[src/rtl/fifo_burst_drain.sv]
// Drains a burst-mode FIFO into a frame buffer as fixed-length AXI-style write bursts.
// Addresses step linearly through the frame region and wrap to BASE_ADDR once per frame.
module fifo_burst_drain #(
  parameter int unsigned     WIDTH        = 24,
  parameter int unsigned     BURST        = 16,
  parameter int unsigned     AW           = 32,
  parameter logic [AW-1:0]   BASE_ADDR    = '0,
  parameter int unsigned     FRAME_BURSTS = 14400
) (
  input  logic             clk_i,
  input  logic             rst_ni,
  input  logic             sync_i,
  input  logic             in_val_i,
  input  logic [WIDTH-1:0] in_data_i,
  output logic             in_rdy_o,
  output logic             aw_val_o,
  output logic [AW-1:0]    aw_addr_o,
  output logic [7:0]       aw_len_o,
  input  logic             aw_rdy_i,
  output logic             w_val_o,
  output logic [31:0]      w_data_o,
  output logic             w_last_o,
  input  logic             w_rdy_i,
  input  logic             b_val_i,
  input  logic [1:0]       b_resp_i,
  output logic             b_rdy_o,
  output logic             frame_o,
  output logic             err_o
);

  localparam int unsigned   BW         = $clog2(BURST);
  localparam int unsigned   CW         = $clog2(FRAME_BURSTS + 1);
  localparam logic [BW-1:0] LAST_BEAT  = BW'(BURST - 1);
  localparam logic [CW-1:0] LAST_BURST = CW'(FRAME_BURSTS - 1);
  localparam logic [AW-1:0] ADDR_STEP  = AW'(4 * BURST);

  typedef enum logic [1:0] {IDLE, ADDR, DATA, RESP} state_e;

  state_e          state_q, state_d;
  logic [AW-1:0]   addr_q, addr_d;
  logic [CW-1:0]   burst_q, burst_d;
  logic [BW-1:0]   beat_q, beat_d;
  logic            sync_q, sync_d;
  logic            err_q, err_d;
  logic            frame_q, frame_d;
  logic            last_beat;

  always_ff @(posedge clk_i or negedge rst_ni) begin
    if (!rst_ni) begin
      state_q <= IDLE;
      addr_q  <= BASE_ADDR;
      burst_q <= '0;
      beat_q  <= '0;
      sync_q  <= 1'b0;
      err_q   <= 1'b0;
      frame_q <= 1'b0;
    end else begin
      state_q <= state_d;
      addr_q  <= addr_d;
      burst_q <= burst_d;
      beat_q  <= beat_d;
      sync_q  <= sync_d;
      err_q   <= err_d;
      frame_q <= frame_d;
    end
  end

  assign last_beat = (beat_q == LAST_BEAT);

  always_comb begin
    state_d  = state_q;
    addr_d   = addr_q;
    burst_d  = burst_q;
    beat_d   = beat_q;
    sync_d   = sync_q | sync_i;
    err_d    = err_q;
    frame_d  = 1'b0;
    aw_val_o = 1'b0;
    in_rdy_o = 1'b0;
    w_val_o  = 1'b0;
    w_data_o = '0;
    w_last_o = 1'b0;
    b_rdy_o  = 1'b0;

    unique case (state_q)
      // A sync arriving in this very cycle is honoured too, so it never waits a whole burst.
      IDLE: begin
        if (sync_q || sync_i) begin
          addr_d  = BASE_ADDR;
          burst_d = '0;
          sync_d  = 1'b0;
        end
        if (in_val_i) state_d = ADDR;
      end
      ADDR: begin
        aw_val_o = 1'b1;
        if (aw_rdy_i) begin
          state_d = DATA;
          beat_d  = '0;
        end
      end
      DATA: begin
        w_val_o  = in_val_i;
        in_rdy_o = w_rdy_i;
        w_data_o = 32'(in_data_i);
        w_last_o = last_beat;
        if (in_val_i && w_rdy_i) begin
          beat_d = beat_q + 1'b1;
          if (last_beat) state_d = RESP;
        end
      end
      RESP: begin
        b_rdy_o = 1'b1;
        if (b_val_i) begin
          if (b_resp_i != 2'd0) err_d = 1'b1;
          if (burst_q == LAST_BURST) begin
            burst_d = '0;
            addr_d  = BASE_ADDR;
            frame_d = 1'b1;
          end else begin
            burst_d = burst_q + 1'b1;
            addr_d  = addr_q + ADDR_STEP;
          end
          state_d = IDLE;
        end
      end
      default: state_d = IDLE;
    endcase
  end

  assign aw_addr_o = addr_q;
  assign aw_len_o  = 8'(BURST - 1);
  assign frame_o   = frame_q;
  assign err_o     = err_q;

endmodule

[config.mk]
export PLATFORM = sky130hd
export DESIGN_NAME = fifo_burst_drain
export DESIGN_NICKNAME = d
export VERILOG_FILES = /design/src/rtl/fifo_burst_drain.sv
export SDC_FILE = /design/constraint.sdc
export NUM_CORES = 1
export LEC_CHECK = 0
export ABC_AREA = 1
export CORE_MARGIN = 5
export CORE_UTILIZATION = 25
export DETAILED_ROUTE_END_ITERATION = 6
export GPL_TIMING_DRIVEN = 0
export PLACE_DENSITY = 0.51
export SLEW_MARGIN = 20
export SYNTH_ARGS = -nofsm -noshare
export SYNTH_HDL_FRONTEND = slang
export SYNTH_SLANG_ARGS = --single-unit
[constraint.sdc]
create_clock -name clk_i -period 1.7 [get_ports clk_i]
set_input_delay 0.17 -clock clk_i [delete_from_list [all_inputs] [get_ports clk_i]]
set_output_delay 0.17 -clock clk_i [all_outputs]
set_load 0.03 [all_outputs]
==> results.sh <==
export IMPL_cts_htree_levels=2
export IMPL_finish_cell_count_without_fillers=838
export IMPL_gr_total_overflow=0
export IMPL_insertion_delay_ns=0.29
export IMPL_final_design_area_no_fill_um2=5140
export IMPL_ios=112
export IMPL_slew_headroom=0.554
export IMPL_seqCellArea_um2=1230
export IMPL_clkTransAtPathRegs_ns=0.07
export IMPL_critical_path_cell_sequence="inv_4 -> ha_4 -> inv_4 -> o21ai_4 -> nand2_4 -> buf_12 -> nor2_4 -> buf_4 -> nand3_1 -> nand2_1 -> nor2_1"
export IMPL_worst_ir_drop_vdd_uv=816
export IMPL_synth_seq_area_share=0.356
export IMPL_postSynthRegisterBits=49
export IMPL_worst_slew_pin_slew_ns=0.670
export IMPL_worst_setup_path_start_kind="flop"
export IMPL_critical_path_buf_inv_count=4
export IMPL_grt_first_pass_wirelength_mm=16.3
export IMPL_hpwlAfterDp_mm=7.51
export IMPL_grt_antenna_before_repair=0
export IMPL_reg2reg_setup_slack_ns=-0.02
export IMPL_syn_avg_cell_area_um2=6.56
export IMPL_die_height_um=127
export IMPL_crit_path_end_kind="flop"
export IMPL_yosys_cell_types_count=30
export IMPL_synthToLayoutAreaGrowth_pct=49.2
export IMPL_worst_endpoint_required_ns=1.88
export IMPL_postPlaceCellArea_um2=4640
export IMPL_failed_checks="negative setup slack"
export IMPL_drc_errors=0
export IMPL_initial_core_util=0.251
export IMPL_fill_cells=1467
export IMPL_min_delay_path_class="primary input to async pin"
export IMPL_ys_warn_count=0
export IMPL_routed_via_count=3557
export IMPL_grt_util_all_layers=0.122
export IMPL_pin_count_of_the_biggest_net_entering_global_routing=50
export IMPL_crit_fanout=6
export IMPL_cts_tree="done"
export IMPL_status="finished, violations left"
export IMPL_postLayoutCoreUtil=0.375
export IMPL_postRouteWirelength_mm=10.1
export IMPL_via_per_inst=4.24
export IMPL_min_period_over_period=1.01
export IMPL_finalWorstPathRequiredPeriod_ns=1.72
export IMPL_mostFrequentLayoutCells="nand2_1, inv_1, nor2_1"
export IMPL_post_synth_main_area_contributors="dfrtp_1, nand2_1, inv_1, nor2_1, nand3_1"
export IMPL_hold_violations=0
export IMPL_worst_setup_path_type="flop to flop"
export IMPL_detail_route_iter0_violations=154
export IMPL_die_x_um=127
export IMPL_finalNetCount=697
export IMPL_worst_path_max_delay_cell="dfrtp_2"
export IMPL_rsz0062_at_grt="true"
export IMPL_final_max_slew_viol_count=0
export IMPL_critical_path_max_stage_delay_ns=0.46
export IMPL_cts_root_to_sink_buffers=2
export IMPL_core_um2=13700
export IMPL_layout_cells_most_common="nand2_1"
export IMPL_cts_buffers=5
export IMPL_cp_top_family="flip-flops"
export IMPL_placed_cells_incl_taps=815
export IMPL_synth_top_cell_by_area="dfrtp_1"
export IMPL_final_setup_violation_count=4
export IMPL_setup_ws_ns=-0.0241
export IMPL_port_buffers=89
export IMPL_number_of_global_route_vias_before_repair=3447
export IMPL_drt_antenna_violating_nets=0
export IMPL_syn_cell_area_um2=3450
export IMPL_synth_top_cell_area_share=0.356
export IMPL_die_area_um2=16200
export IMPL_firstDrtPassIters=4
export IMPL_route_detailed_wl_per_inst_um=12.0
export IMPL_p_per_area_nw_per_um2=1210
export IMPL_maxClockFrequency_mhz=580
export IMPL_finalWeightedCongestion=0.851
export IMPL_multi_input_comb_area_um2=1840
export IMPL_drv_max_cap_violation_count=0
export IMPL_antenna_cells=0
export IMPL_drive_gt1_frac=0.198
export IMPL_critical_path_most_common_cell="inv_4"
export IMPL_worst_ep_arrival_time_ns=1.90
export IMPL_syn_instance_count=526
export IMPL_p_leak_uw=0.00264
export IMPL_clkSinkCount=49
export IMPL_placementRows=43
export IMPL_cts_root_buf="clkbuf_16"
export IMPL_final_setup_skew_ns=0.0123
synthesized netlist by cell type:
| library cell | instances |
|---|---|
| a21oi_1 | 10 |
| nor2_4 | 4 |
| or2_2 | 2 |
| o21bai_1 | 3 |
| nand2_1 | 156 |
| inv_1 | 95 |
| nor2_1 | 73 |
| conb_1 | 2 |
| nor2_2 | 5 |
| nand3b_1 | 1 |
| o21ai_0 | 11 |
| nand2_2 | 1 |
| o21ai_2 | 1 |
| nand3_1 | 36 |
| o22ai_1 | 1 |
| buf_6 | 3 |
| nor3_1 | 4 |
| nand3_2 | 2 |
| inv_2 | 2 |
| dfrtp_1 | 49 |
| o21a_1 | 1 |
| nand2_4 | 1 |
| o21ai_1 | 1 |
| ha_1 | 7 |
| clkbuf_1 | 4 |
| buf_4 | 24 |
| xnor2_1 | 2 |
| xor2_1 | 6 |
| nand4_1 | 16 |
| buf_2 | 3 |
cells by family after synthesis:
logic type / after synthesis / share of synthesized area
fa+ha+maj: 7 / 0.0254
simple gates: 301 / 0.375
compound gates: 28 / 0.0450
other cells: 2 / 0.00218
buf+inv: 131 / 0.176
flops: 49 / 0.356
xor+xnor: 8 / 0.0203
worst paths after layout:
path | start | endpoint | cells past startpoint
setup / recovery | state_q[0] | aw_addr_o[21] | 11
hold / removal | rst_ni | aw_addr_o[26] | 2
setup reg to reg | state_q[0] | aw_addr_o[21] | 11
hold reg to reg | err_o | err_o | 1
max in group asynchronous | rst_ni | state_q[0] | 2
min in group clk_i | err_o | err_o | 1
metrics by stage:
step | total power (uW) | worst slack, ns | hold slack [ns] | TNS, ns
after floorplan | 3260 | 0.00764 | -0.126 | 0
after global placement | 4250 | -1.22 | 0.462 | -77.28
after detailed placement | 4300 | -0.636 | 0.261 | -20.28
after CTS | 5590 | -0.0622 | 0.488 | -0.522
after global routing | 6610 | -0.138 | 0.526 | -1.74
final | 6200 | -0.0241 | 0.457 | -0.0922
what timing repair did:
item	CTS	global route
hold buffers	1	0
pin swaps	4	17
resized for setup	170	99
endpoints found under the setup margin	72	72
hold endpoints to repair	49	0
setup buffers	3	7
gates cloned	2	4
per-layer routing:
metal | up-vias | share of wire | GRT usage
li1 | 1812 | - | -
met1 | 1627 | 0.43 | 0.147
met2 | 113 | 0.48 | 0.212
met3 | 5 | 0.085 | 0.0355
met4 | 0 | 0.0096 | 0.0334
met5 | - | 0 | 0
final cells by class:
type                    instances  share of cell area
multi-input cells             367               0.358
flip-flops and latches         49               0.239
repair buffers                105               0.198
inverters                      97              0.0730
plain buffers                  32              0.0550
well taps                     180              0.0438
clock buffers                   7              0.0277
clock inverters                 1             0.00584
registers in the layout (all words and copies together), names as in the netlist:
signal     cells
aw_addr_o     26
beat_q         4
burst_q       14
err_o          1
frame_o        1
state_q        2
sync_q         1
power breakdown:
part | total [uW] | internal (uW) | switching [uW] | leakage [uW]
logic | 3570 | 1500 | 2080 | 0.00190
registers | 1450 | 1300 | 148 | 0.000663
clock network | 1180 | 737 | 447 | 0.0000841
total | 6200 | 3530 | 2670 | 0.00264
Power figures use the tool's default switching activity.
